`config.mk`:
```
export PLATFORM = sky130hd
export DESIGN_NAME = load_store_unit
export DESIGN_NICKNAME = d
export VERILOG_FILES = /design/src/rtl/load_store_unit.sv
export SDC_FILE = /design/constraint.sdc
export NUM_CORES = 1
export LEC_CHECK = 0
export ABC_CLOCK_PERIOD_IN_PS = 5600
export BUFFER_PORTS_ARGS = -buffer_cell sky130_fd_sc_hd__buf_2
export CORE_AREA = 3 3 82 115
export CTS_CLUSTER_SIZE = 8
export DETAILED_ROUTE_END_ITERATION = 12
export DIE_AREA = 0 0 85 118
export HOLD_SLACK_MARGIN = 0.03
export MAX_ROUTING_LAYER = met4
export PLACE_DENSITY = 0.83
export SYNTH_ARGS = -nofsm -noshare
export SYNTH_HDL_FRONTEND = slang
export SYNTH_SLANG_ARGS = --single-unit
```
`constraint.sdc`:
```
create_clock -name clock -period 5.6 [get_ports clock]
set_clock_uncertainty 0.15 [all_clocks]
set_input_delay 1.12 -clock clock [delete_from_list [all_inputs] [get_ports clock]]
set_output_delay 1.12 -clock clock [all_outputs]
set_load 0.01 [all_outputs]
```
`src/rtl/load_store_unit.sv`:
```
// RV32I load/store unit: byte-addressed LB/LH/LW/LBU/LHU/SB/SH/SW mapped onto a word-addressed memory.
// Sub-word support (lane extract, read-modify-write) is built only when LSU_SUBWORD_EN is defined.
module load_store_unit #(
  parameter int MEM_WORDS = 256
) (
  input  logic        clock,
  input  logic        reset_n,
  input  logic        iReq,
  input  logic        iWrite,
  input  logic [2:0]  iFunct3,
  input  logic [31:0] iAddress,
  input  logic [31:0] iData,
  output logic [31:0] oData,
  output logic        oDone,
  output logic        oBusy,
  output logic        oFault,
  output logic        oMemRead,
  output logic        oMemWrite,
  output logic [31:0] oMemAddress,
  output logic [31:0] oMemData,
  input  logic [31:0] iMemData
);

  localparam logic [31:0] ADDR_LIMIT = 32'(MEM_WORDS * 4);

`ifdef LSU_SUBWORD_EN
  localparam int ALO = 0;
  typedef enum logic [2:0] {S_IDLE, S_LOAD, S_RMW_READ, S_WRITE, S_DONE} state_t;
`else
  // Word-only build: legal accesses are aligned, so the low address bits carry nothing.
  localparam int ALO = 2;
  typedef enum logic [2:0] {S_IDLE, S_LOAD, S_WRITE, S_DONE} state_t;
`endif

  state_t          state_q, state_d;
  logic [31:ALO]   addr_q, addr_d;
  logic            fault_q, fault_d;
  logic [31:0]     merge_q, merge_d;
  logic [31:0]     data_q, data_d;
`ifdef LSU_SUBWORD_EN
  logic [2:0]      funct3_q, funct3_d;
  logic [15:0]     wdata_q, wdata_d;
`endif

  function automatic logic access_fault(input logic wr, input logic [2:0] f3,
                                        input logic [31:0] a);
    logic illegal, misalign;
`ifdef LSU_SUBWORD_EN
    illegal  = (f3 == 3'b011) || (f3[2:1] == 2'b11) || (f3[2] && wr);
    misalign = ((f3[1:0] == 2'b01) && a[0]) || ((f3 == 3'b010) && (a[1:0] != 2'b00));
`else
    illegal  = (f3 != 3'b010) || (wr && 1'b0);
    misalign = (a[1:0] != 2'b00);
`endif
    return illegal || misalign || (a >= ADDR_LIMIT);
  endfunction

`ifdef LSU_SUBWORD_EN
  function automatic logic [31:0] lane_extract(input logic [31:0] word, input logic [2:0] f3,
                                               input logic [1:0] a);
    logic [7:0]  b;
    logic [15:0] h;
    logic [31:0] r;
    b = word[{a, 3'b000} +: 8];
    h = a[1] ? word[31:16] : word[15:0];
    case (f3)
      3'b000:  r = {{24{b[7]}}, b};
      3'b001:  r = {{16{h[15]}}, h};
      3'b100:  r = {24'h0, b};
      3'b101:  r = {16'h0, h};
      default: r = word;
    endcase
    return r;
  endfunction

  function automatic logic [31:0] lane_merge(input logic [31:0] word, input logic [2:0] f3,
                                             input logic [1:0] a, input logic [15:0] d);
    logic [31:0] r;
    r = word;
    if (f3[0] == 1'b0) r[{a, 3'b000} +: 8] = d[7:0];
    else if (a[1])     r[31:16] = d;
    else               r[15:0]  = d;
    return r;
  endfunction
`endif

  always_comb begin
    state_d = state_q;
    addr_d  = addr_q;
    fault_d = fault_q;
    merge_d = merge_q;
    data_d  = data_q;
`ifdef LSU_SUBWORD_EN
    funct3_d = funct3_q;
    wdata_d  = wdata_q;
`endif
    case (state_q)
      S_IDLE: begin
        if (iReq) begin
          addr_d  = iAddress[31:ALO];
          fault_d = access_fault(iWrite, iFunct3, iAddress);
`ifdef LSU_SUBWORD_EN
          funct3_d = iFunct3;
          wdata_d  = iData[15:0];
`endif
          if (fault_d) begin
            // Result is cleared on entry so it is already 0 while oDone is high.
            data_d  = 32'h0;
            state_d = S_DONE;
          end else if (!iWrite) begin
            state_d = S_LOAD;
`ifdef LSU_SUBWORD_EN
          end else if (iFunct3 != 3'b010) begin
            state_d = S_RMW_READ;
`endif
          end else begin
            merge_d = iData;
            state_d = S_WRITE;
          end
        end
      end
      S_LOAD: begin
`ifdef LSU_SUBWORD_EN
        data_d = lane_extract(iMemData, funct3_q, addr_q[1:0]);
`else
        data_d = iMemData;
`endif
        state_d = S_DONE;
      end
`ifdef LSU_SUBWORD_EN
      S_RMW_READ: begin
        merge_d = lane_merge(iMemData, funct3_q, addr_q[1:0], wdata_q);
        state_d = S_WRITE;
      end
`endif
      S_WRITE: state_d = S_DONE;
      S_DONE:  state_d = S_IDLE;
      default: state_d = S_IDLE;
    endcase
  end

  always_ff @(posedge clock or negedge reset_n) begin
    if (!reset_n) begin
      state_q  <= S_IDLE;
      addr_q   <= '0;
      fault_q  <= 1'b0;
      merge_q  <= 32'h0;
      data_q   <= 32'h0;
`ifdef LSU_SUBWORD_EN
      funct3_q <= 3'b000;
      wdata_q  <= 16'h0;
`endif
    end else begin
      state_q  <= state_d;
      addr_q   <= addr_d;
      fault_q  <= fault_d;
      merge_q  <= merge_d;
      data_q   <= data_d;
`ifdef LSU_SUBWORD_EN
      funct3_q <= funct3_d;
      wdata_q  <= wdata_d;
`endif
    end
  end

  // Strobes decode straight from state so an asynchronous reset removes them at once.
  assign oBusy       = (state_q != S_IDLE);
  assign oDone       = (state_q == S_DONE);
  assign oFault      = oDone && fault_q;
`ifdef LSU_SUBWORD_EN
  assign oMemRead    = (state_q == S_LOAD) || (state_q == S_RMW_READ);
`else
  assign oMemRead    = (state_q == S_LOAD);
`endif
  assign oMemWrite   = (state_q == S_WRITE);
  assign oMemAddress = {addr_q[31:2], 2'b00};
  assign oMemData    = merge_q;
  assign oData       = data_q;

endmodule

```
-- Word-level counts from Yosys, hierarchy flattened
Index checks and enable logic that the tools add are counted.
- register bits after elaboration: 98
- logic and storage cells: 31
- order comparisons: 1
- equal/unequal tests: 6
- mux-type cells: 7
- bitwise gates (word level): 1
- reductions and logical operators: 11
- operator list (operator ; count):
    32-bit two-way mux ; 2
    32-bit case mux with 2 select lines ; 1
    32-bit by 11-bit greater-or-equal comparator with 1-bit output (second input constant) ; 1
    3-bit by 2-bit == test with 1-bit output (second input constant) ; 2
    3-bit case mux with 2 select lines ; 1
    2-bit two-way mux ; 2
    2-bit inequality test (second input constant) ; 2
    4-bit AND reduction ; 1
    2-bit nonzero test ; 2
    3-bit by 1-bit == test with 1-bit output (second input constant) ; 1
    3-bit zero test ; 1
    3-bit two-way mux ; 1
    3-bit by 2-bit inequality test with 1-bit output (second input constant) ; 1
    3-bit AND reduction ; 1
    3-bit nonzero test ; 1
    1-bit logical OR ; 2
    2-bit AND reduction ; 1
    2-bit OR reduction ; 1
    1-bit logical AND ; 1
    1-bit inverter ; 1

-- Longest topological paths before layout
Gate-level depths: netlist of run 1.
- depth in word-level cells: 6
- mapped depth: 9
- gate-level depth less buffers: 6

-- Worst setup path after synthesis of run 1
Ideal clock, no wire load.
- kind: input to register
- start: in iFunct3[0]
- end: reg merge_q[10] (netlist: oMemData[10])
- arrival: 2.527 ns
- required time: 5.325 ns
- slack: 2.798 ns
- cell stages on the path: 5
- path buffers: 1
- cell sequence: nor4b_2 > nand4_2 > nor4_4 > buf_6 > mux2_2
- longest elaborated chain between the ends: 5
- ends and longest elaborated chain (item ; RTL line ; RTL):
    start: declaration ; 10 ; input logic [2:0] iFunct3,
    3-bit by 2-bit inequality test with 1-bit output ; 52 ; illegal = (f3 != 3'b010) || (wr && 1'b0);
    1-bit logical OR (2 in a row) ; 55 ; return illegal || misalign || (a >= ADDR_LIMIT);
    1-bit inverter (no line) ; n/a ;
    4-bit AND reduction (no line) ; n/a ;
    end signal: assignment ; 157 ; merge_q <= merge_d;
    end: declaration ; 38 ; logic [31:0] merge_q, merge_d;
No other way between the ends.
A chain may end at the register's enable or synchronous reset.

-- Worst setup path after layout of run 1
- start: reg state_q[1]
- end: out oMemRead
- longest elaborated chain between the ends: 1
- ends and longest elaborated chain (item ; RTL line ; RTL):
    start: declaration ; 35 ; state_t state_q, state_d;
    start signal: assignment ; 154 ; state_q <= state_d;
    3-bit by 1-bit == test with 1-bit output ; 173 ; assign oMemRead = (state_q == S_LOAD);
    end: declaration ; 17 ; output logic oMemRead,
No other way between the ends.

==> out/results.tsv, run 1 <==
stage	metric	value	unit
outcome	status	complete, no violations	
pwr	worst vdd ir	0.000395	V
cts	Max clock buf depth	2	
cts	root buf cell	clkbuf_16	
drt	Final ANT Viol Nets	0	
critical_path	Critical Path Sink Type	primary output	
floorplan	chip height	118	um
global_routing	GR Overflow Total	0	
floorplan	Starting Density	0.484	
layout	fin cells	621	
timing	Setup violations, final	0	
layout	Antenna Cells	0	
critical_path	maximum fanout along the worst path	34	
floorplan	Die W	85	um
cts	# H-tree levels	3	
global_routing	initial antenna violation count	0	
critical_path	RR Startpoint	state_q[1]	
placed_design	gpl congestion	0.767	
floorplan	die area	10000	um2
cts	PostCTS Resize Cnt	0	
synth	mux cell area share after synthesis	0.248	
timing	maximum clock frequency	299	MHz
critical_path	WP data arrival	2080	ps
timing	final-report hold violation count	0	
timing	crit share post-route	0.598	
drt	DRT Wirelength	9690	um
synth	Simple-Gate Fraction of Synth Area	0.0709	
pwr	sw frac	0.345	
cts	Skew-Pair Late Insertion Delay	330	ps
synth	Yosys warnings	0	
synth	Post-Syn Instances	311	
synth	Post-synth EDFFs	0	
synth	Netlist cell types	32	
cts	TritonCTS clock tree	yes	
synth	Mapped Area	4150	um2
drt	drt pass-1 iters	4	
drt	via count	3018	
pwr	power per cell area	465	nW/um2
drt	vias per inst	4.86	
timing	Slew Limit Fails	0	
timing	Tmin final	3350	ps
synth	asr flop ratio synth	1.00	
floorplan	io pins	204	
synth	Synth Area in Adders	0.0121	
placed_design	Port Buf Inserts	201	
pwr	LEAKAGE	2.99	nW
critical_path	WS Path Type	reg2out	
synth	syn avg cell area	13.3	um2
timing	Worst-Margin Slew	1190	ps
cts	CTS Buf Count	9	
floorplan	core area	8560	um2
layout	synth-to-layout area growth	31.3	%
cts	total setup buffers inserted after CTS	0	
layout	NumNets Final	618	
pwr	P_int	0.00166	W
critical_path	Data required, critical path	4330	ps
critical_path	CP Launch Type	flop	
synth	Seq/Total Area, Yosys	0.586	
pwr	clock network power share	0.225	
cts	Sink Count	97	
critical_path	CP Launch Point	state_q[1]	
placed_design	Placed Cells	605	
synth	Synth Flop Type	dfrtp_1	
worst_hold_path	worst min-delay path class	reg2reg	
floorplan	row cnt	40	
timing	relative slew slack	0.207	
cts	hold_buf cts	0	
worst_hold_path	hold path startpoint	oMemData[11]	
global_routing	GRT Overall Usage	0.203	
cts	Reg clk slew, reported paths	70	ps
global_routing	first-pass GRT wire length	15700	um
global_routing	vias in the first global route	3379	
global_routing	largest net degree at the start of global routing	51	
flow_run	Max-Cap Viols	0	
synth	post-synthesis compound-gate area fraction	0.0142	
drt	WL/cell	15.6	um
synth	largest family of logic cells by synthesized area	multiplexers	
drt	remaining routing DRC violations	0	
pwr	sequential power share	0.399	
pwr	Comb pwr share	0.375	
timing	RSZ-0062 raised after global routing	false	
placed_design	DP HPWL	7400	um
timing	final setup TNS	0	ps
layout	layout cells sized above 1	0.541	
synth	Yosys reg bits	97	
synth	Synth Area in XOR/XNOR	0	
pwr	P_sw	0.000875	W
drt	starting DRC count in detailed routing	101	
## worst max-delay path: stages, from the launching register on
cell	delay, ps
dfrtp_1	410
inv_1	90
ha_1	940
buf_2	290
## per-layer routing
metal	vias up	wire length, um	global-route usage
met3	23	576	0.0413
met5	-	0	-
met4	0	301	0.105
li1	1429	-	-
met2	127	5260	0.355
met1	1439	3540	0.211
## per-stage QoR
step / hold WS, ps / utilization / setup WS, ps / power, W / area [um2]
final: 333 / 0.636 / 2250 / 0.00253 / 5440
after global routing: 354 / 0.636 / 2040 / 0.00269 / 5440
after CTS: 336 / 0.636 / 2190 / 0.00257 / 5440
after detailed placement: 319 / 0.604 / 2330 / 0.00199 / 5170
after global placement: 314 / 0.604 / 2410 / 0.00194 / 5170
after floorplan: 321 / - / 2800 / 0.00166 / 4150
## synthesized netlist by cell type (all sizes together), types with 2 or more instances
library cell / n / area [um2]
buf: 12 / 131
clkbuf: 4 / 15.0
dfrtp: 97 / 2430
ha: 4 / 50.1
inv: 36 / 135
mux2: 63 / 709
mux2i: 32 / 320
nand2: 35 / 131
nand3: 2 / 10.0
nor2: 2 / 7.51
nor2b: 3 / 18.8
nor4: 5 / 67.6
o21ai: 2 / 10.0
o31a: 2 / 17.5
## final cells by class
type | count | area [um2]
sequential | 97 | 2430
timing repair buffer | 204 | 1030
clock inverter | 7 | 52.6
inverter | 36 | 135
fill | 673 | 3110
tap | 105 | 131
multi-input combinational | 163 | 1440
clock buffer | 9 | 225
## kinds of logic (layout without fill, tap and decap cells)
group	count (synthesis)	count (layout)
flops	97	97
other cells	1	2
buf+inv	52	256
mux	95	95
fa+ha+maj	4	4
compound gates	8	8
simple gates	54	54
## cells in the final DEF, fill, tap and decap left out, types with 2 or more instances in the layout
cell type / count
buf_2: 200
dfrtp_1: 97
mux2_2: 51
inv_1: 36
nand2_1: 35
mux2i_1: 32
mux2_1: 12
clkbuf_16: 9
ha_1: 4
buf_4: 4
nor2b_1: 3
inv_6: 3
nor2_1: 2
nor4_4: 2
nor4_1: 2
nand3_1: 2
o21ai_0: 2
o31a_1: 2
conb_1: 2
clkinv_2: 2
## registers in the layout (all words and copies together), names as in the netlist
signal,cells
fault_q,1
oData,32
state_q,2
addr_q,30
oMemData,32
## path summary, 6_finish.rpt
check	to	slack (ps)	cells after the start
max reg2reg	oData[30]	2390	6
min reg2reg	oMemData[11]	330	1
min	oMemData[11]	330	1
min in group asynchronous	oMemData[21]	630	1
max	oMemRead	2250	3
max in group asynchronous	state_q[1]	3590	2
## power by group through the flow
stage,clock network [W],registers (W),logic (W)
after floorplan,0,0.00111,0.000551
after global placement,0,0.00101,0.000931
after detailed placement,0,0.00102,0.000966
after CTS,0.000590,0.00102,0.000969
after global routing,0.000615,0.00104,0.00104
final,0.000571,0.00101,0.000950
Power figures use the tool's default switching activity.
==> run 2, diff against run 1 <==
==> config.mk (replaced) <==
export PLATFORM = sky130hd
export DESIGN_NAME = load_store_unit
export DESIGN_NICKNAME = d
export VERILOG_FILES = /design/src/rtl/load_store_unit.sv
export SDC_FILE = /design/constraint.sdc
export NUM_CORES = 1
export LEC_CHECK = 0
export ABC_CLOCK_PERIOD_IN_PS = 3000
export BUFFER_PORTS_ARGS = -buffer_cell sky130_fd_sc_hd__buf_2
export CORE_AREA = 3 3 89 125
export CTS_CLUSTER_SIZE = 8
export DETAILED_ROUTE_END_ITERATION = 12
export DIE_AREA = 0 0 92 128
export HOLD_SLACK_MARGIN = 0.03
export MAX_ROUTING_LAYER = met4
export PLACE_DENSITY = 0.75
export SYNTH_ARGS = -nofsm -noshare
export SYNTH_HDL_FRONTEND = slang
export SYNTH_SLANG_ARGS = --single-unit
==> constraint.sdc (replaced) <==
create_clock -name clock -period 3 [get_ports clock]
set_clock_uncertainty 0.15 [all_clocks]
set_input_delay 0.6 -clock clock [delete_from_list [all_inputs] [get_ports clock]]
set_output_delay 0.6 -clock clock [all_outputs]
set_load 0.01 [all_outputs]
==> run 2 against run 1 <==
Sequential power rose by 87%. First-iteration DRC count down 16%. Non-clock buffer count is 4 higher. Die area increased by 17%. Cell count increased by 5.5%. Combinational power rose by 86%. Global-route usage fell by 3.3 points.
==> out/results.tsv, run 2 (synthesis gave the netlist of run 1 again) <==
stage	metric	value	unit
outcome	status	complete, no violations	
critical_path	WS Path Type	reg2out	
floorplan	core area	10000	um2
global_routing	first-pass GRT wire length	15300	um
drt	wl on met1	3640	um
critical_path	maximum fanout along the worst path	33	
timing	maximum clock frequency	439	MHz
worst_hold_path	hold path startpoint	iData[16]	
critical_path	cell family with most CP delay	buffers and inverters	
cts	Max clock buf depth	2	
cts	Skew-Pair Late Insertion Delay	330	ps
critical_path	WP data arrival	1530	ps
layout	# fillers	896	
timing	crit share post-route	0.759	
timing	Tmin final	2280	ps
drt	WL/cell	14.9	um
critical_path	CP Cell Sequence	inv_1 > ha_1 > buf_4 > buf_2	
critical_path	CP Launch Type	flop	
timing	Hold WS	320	ps
drt	vias per inst	4.60	
global_routing	GR Overflow Total	0	
critical_path	CP Launch Point	state_q[1]	
pwr	Tot Pwr	0.00473	W
drt	drt pass-1 iters	4	
floorplan	Starting Density	0.414	
cts	root buf cell	clkbuf_16	
timing	Slew Limit Fails	0	
layout	fin cells	655	
layout	Antenna Cells	0	
global_routing	largest net degree at the start of global routing	53	
critical_path	Critical Path Sink Type	primary output	
placed_design	DP HPWL	7400	um
layout	Multi-input gate area	1440	um2
critical_path	Buffers & Inverters on Critical Path	3	
flow_run	Max-Cap Viols	0	
global_routing	vias in the first global route	3190	
layout	synth-to-layout area growth	33.7	%
drt	highest metal used	met4	
drt	via count	3010	
drt	DRT Wirelength	9740	um
drt	starting DRC count in detailed routing	85	
placed_design	Placed Cells	638	
drt	Final ANT Viol Nets	0	
cts	CTS Buf Count	9	
timing	final setup TNS	0	ps
placed_design	gpl congestion	0.770	
drt	remaining routing DRC violations	0	
critical_path	Data required, critical path	2250	ps
cts	Sink Count	97	
worst_hold_path	worst min-delay path class	in2reg	
placed_design	Port Buf Inserts	201	
critical_path	CP max-delay cell	dfrtp_1	
floorplan	die area	11800	um2
critical_path	crit-path max cell delay	410	ps
drt	met2 WL	5330	um
cts	Reg clk slew, reported paths	70	ps
timing	final-report hold violation count	0	
pwr	power per cell area	854	nW/um2
layout	register area	2430	um2
floorplan	Die W	92	um
timing	Worst-Margin Slew	559	ps
layout	NumNets Final	622	
floorplan	row cnt	43	
pwr	worst vdd ir	0.000529	V
layout	most common cell after layout, fill and taps aside	buf_2	
timing	relative slew slack	0.628	
layout	layout cells sized above 1	0.542	
layout	most frequent cells in the layout	buf_2, dfrtp_1, mux2_2	
drt	Met3 Routed Length	560	um
global_routing	GRT Overall Usage	0.170	
cts	# H-tree levels	3	
pwr	LEAKAGE	3.02	nW
global_routing	initial antenna violation count	0	
cts	TritonCTS clock tree	yes	
timing	Setup violations, final	0	
floorplan	io pins	204	
critical_path	RR Startpoint	state_q[0]	
floorplan	chip height	128	um
timing	RSZ-0062 raised after global routing	false	
==> run 2: cell types whose count changed in the layout (fill, tap and decap cells not counted) <==
cell	change
buf_12	+2
buf_4	+1
clkbuf_8	+2
clkinv_2	+1
clkinv_4	-1
clkinvlp_4	+1
dlygate4sd3_1	+1
inv_6	-3
==> run 2: worst paths after layout <==
path / cells past startpoint / slack, ps / end
max in group asynchronous: 3 / 1500 / oData[7]
worst min-delay path: 2 / 320 / oMemData[16]
worst min register to register: 1 / 330 / oMemData[30]
worst max register to register: 6 / 820 / oData[16]
worst max-delay path: 4 / 720 / oMemRead
min in group asynchronous: 2 / 550 / addr_q[17]
==> run 2: where the power goes <==
part           switching (W)  internal, W  total (W)
combinational       0.000934     0.000833    0.00177
sequential          0.000199      0.00169    0.00189
clock               0.000470     0.000603    0.00107
==> run 2: through the flow <==
stage / worst slack [ps] / instance area (um2) / util
after CTS: 691 / 5540 / 0.554
after global placement: 442 / 5250 / 0.525
after floorplan: 718 / 4150 / -
after global routing: 610 / 5540 / 0.554
after detailed placement: 392 / 5250 / 0.525
final: 723 / 5540 / 0.554
==> run 2: cell type report <==
type,instances,share of cell area
sequential,97,0.438
multi-input combinational,163,0.260
timing repair buffer,208,0.196
clock buffer,11,0.0456
tap,135,0.0305
inverter,36,0.0244
clock inverter,5,0.00542
==> run 2: metal layers <==
metal  vias to the layer above  global-route usage
met3                        17              0.0370
met2                       113               0.299
met4                         0              0.0770
li1                       1437                   -
met5                         -                   -
met1                      1443               0.182
==> run 2: worst reg2reg max path: cells and delay by family, from the launching register on <==
family                   cells  cell delay (ps)
AO/OA/AOI/OAI                1              480
adder cells (fa/ha/maj)      1              280
buffers and inverters        2              430
flip-flops                   1              410
multiplexers                 1              200
AND/OR/NAND/NOR              1               90
==> run 2: repair_timing <==
item / CTS / global route
hold buffers: 1 / 0
gates resized for setup: 0 / 0
buffers inserted: 0 / 0
endpoints found under the setup margin: 0 / 0
hold endpoints to repair: 18 / 0
==> run 3, diff against run 2 <==
--- a/config.mk
+++ b/config.mk
@@ -5,7 +5,7 @@
 export SDC_FILE = /design/constraint.sdc
 export NUM_CORES = 1
 export LEC_CHECK = 0
-export ABC_CLOCK_PERIOD_IN_PS = 3000
+export ABC_CLOCK_PERIOD_IN_PS = 2000
 export BUFFER_PORTS_ARGS = -buffer_cell sky130_fd_sc_hd__buf_2
 export CORE_AREA = 3 3 89 125
 export CTS_CLUSTER_SIZE = 8
==> constraint.sdc (replaced) <==
create_clock -name clock -period 2 [get_ports clock]
set_clock_uncertainty 0.15 [all_clocks]
set_input_delay 0.4 -clock clock [delete_from_list [all_inputs] [get_ports clock]]
set_output_delay 0.4 -clock clock [all_outputs]
set_load 0.01 [all_outputs]
==> run 3 against run 2 <==
First-iteration DRC count increased by 27%. Global-route usage up 0.67 points. Critical path depth rose by 2. Clock power increased by 47%. Sequential power rose by 50%. Register-to-register slack worse by 790 ps. Worst setup slack got worse by 690 ps. Largest power group is now combinational logic. Core utilization is 4.1 points higher. Cell area increased by 7.4%. Hold slack worse by 190 ps. Sequential share of layout area is 3.0 points lower. Highest routed layer unchanged.
==> out/results.tsv, run 3 (synthesis gave the netlist of run 1 again) <==
stage	metric	value	unit
cts	TritonCTS clock tree	yes	
flow_run	Max-Cap Viols	0	
layout	most frequent cells in the layout	buf_2, dfrtp_1, mux2_2	
pwr	P_sw	0.00263	W
timing	maximum clock frequency	508	MHz
drt	remaining routing DRC violations	0	
critical_path	CP Launch Type	flop	
critical_path	CP Cell Sequence	buf_4 > ha_2 > nor2b_2 > o41a_4 > buf_12 > mux2i_4	
drt	Final ANT Viol Nets	0	
pwr	clock network power share	0.205	
worst_hold_path	worst min-delay path class	in2reg	
floorplan	row cnt	43	
global_routing	largest net degree at the start of global routing	49	
critical_path	WS Path Type	reg2reg	
critical_path	reg2reg end	oData[18]	
layout	# fillers	848	
cts	Reg clk slew, reported paths	70	ps
cts	CTS Buf Count	9	
cts	root buf cell	clkbuf_16	
critical_path	CP Depth	6	
global_routing	initial antenna violation count	0	
critical_path	Critical Path Sink Type	flop	
drt	starting DRC count in detailed routing	108	
pwr	sw frac	0.343	
layout	most common cell after layout, fill and taps aside	buf_2	
critical_path	WP data arrival	2030	ps
global_routing	vias in the first global route	3332	
timing	crit share post-route	0.984	
worst_hold_path	hold path cells	2	
placed_design	gpl congestion	0.782	
layout	synth-to-layout area growth	43.7	%
placed_design	Port Buf Inserts	201	
floorplan	chip height	128	um
floorplan	Starting Density	0.414	
pwr	power per cell area	1280	nW/um2
timing	final-report hold violation count	0	
pwr	Comb pwr share	0.425	
timing	Tmin final	1970	ps
floorplan	Die W	92	um
placed_design	DP HPWL	7770	um
layout	design area	5960	um2
pwr	sequential power share	0.370	
timing	RSZ-0062 raised after global routing	true	
critical_path	RR Startpoint	state_q[0]	
critical_path	Data required, critical path	2060	ps
critical_path	maximum fanout along the worst path	8	
worst_hold_path	hold path startpoint	iData[15]	
pwr	worst vdd ir	0.000753	V
critical_path	cell family with most CP delay	compound AO/OA/AOI/OAI gates	
outcome	status	complete, no violations	
floorplan	core area	10000	um2
placed_design	Placed Cells	645	
timing	Slew Limit Fails	0	
critical_path	Worst R2R Setup Slack	30	ps
placed_design	Placement Cell Area	5360	um2
global_routing	GRT Overall Usage	0.176	
cts	Max clock buf depth	2	
layout	layout cells sized above 1	0.589	
layout	NumNets Final	640	
pwr	P_int	0.00503	W
floorplan	die area	11800	um2
cts	Sink Count	97	
critical_path	crit-path max cell delay	420	ps
critical_path	CP max-delay cell	o41a_4	
layout	fin cells	673	
timing	setup ws final	31.2	ps
critical_path	Buffers & Inverters on Critical Path	2	
global_routing	first-pass GRT wire length	15800	um
drt	drt pass-1 iters	4	
timing	Setup violations, final	0	
worst_hold_path	Hold EP	oMemData[15]	
critical_path	FF-to-FF path depth	6	
pwr	LEAKAGE	3.17	nW
cts	Skew-Pair Late Insertion Delay	330	ps
global_routing	GR Overflow Total	0	
timing	final setup TNS	0	ps
layout	final core utilization	0.595	
layout	Antenna Cells	0	
placed_design	pre-CTS setup slack	-347	ps
layout	register area	2430	um2
drt	vias per inst	4.67	
drt	via count	3141	
layout	Multi-input gate area	1600	um2
drt	DRT Wirelength	10900	um
floorplan	io pins	204	
drt	WL/cell	16.1	um
cts	# H-tree levels	3	
run 3: changes by cell type in the layout (fill, tap and decap cells not counted), sizes merged:
| cell | previous run | this run |
|---|---|---|
| buf | 207 | 221 |
| clkbuf | 11 | 14 |
| inv | 36 | 37 |
run 3: power groups by stage:
stage	logic (W)	registers [W]	clock network, W
after detailed placement	0.00282	0.00287	0
final	0.00325	0.00283	0.00157
after floorplan	0.00155	0.00312	0
after global placement	0.00273	0.00283	0
after global routing	0.00353	0.00291	0.00170
after CTS	0.00287	0.00284	0.00162
run 3: how the worst max path moves through the flow:
| stage | start | end | slack (ps) |
|---|---|---|---|
| 2_1_floorplan | iAddress[31] | oMemData[10] | -40 |
| 3_3_place_gp | iAddress[25] | oMemData[27] | -260 |
| 3_5_place_dp | iAddress[25] | oMemData[31] | -350 |
| 4_1_cts | state_q[1] | oMemData[28] | 0.6 |
| 5_1_grt | state_q[1] | oMemData[4] | -40 |
| 6_report | state_q[0] | oData[18] | 30 |
run 3: timing repair:
action	CTS	global route
cloned	0	6
hold endpoints to repair	23	0
setup endpoints to repair	1	66
buffers inserted	0	5
hold buffers	1	0
pin swaps	1	4
gates resized for setup	3	34
run 3: worst register-to-register path, stage by stage, from the launching register on:
cell	delay, ps
dfrtp_1	410
buf_4	150
ha_2	190
nor2b_2	160
o41a_4	420
buf_12	180
mux2i_4	180
run 3: metal layers:
| layer | up-vias | wire [um] | track usage |
|---|---|---|---|
| met3 | 18 | 488 | 0.0317 |
| met2 | 110 | 6020 | 0.311 |
| li1 | 1463 | - | - |
| met1 | 1550 | 4090 | 0.191 |
| met4 | 0 | 265 | 0.0857 |
| met5 | - | 0 | - |
run 3: area by class of cell:
type | count | area share
well taps | 135 | 0.0284
inverters | 36 | 0.0227
multi-input cells | 163 | 0.269
clock buffers | 10 | 0.0384
clock inverters | 6 | 0.00714
flip-flops and latches | 97 | 0.407
repair buffers | 226 | 0.227
run 3: per-stage QoR:
stage | total power, W | hold slack, ps
after floorplan | 0.00466 | -45.6
after global placement | 0.00556 | 183
after detailed placement | 0.00569 | 182
after CTS | 0.00733 | 107
after global routing | 0.00814 | 117
final | 0.00765 | 127
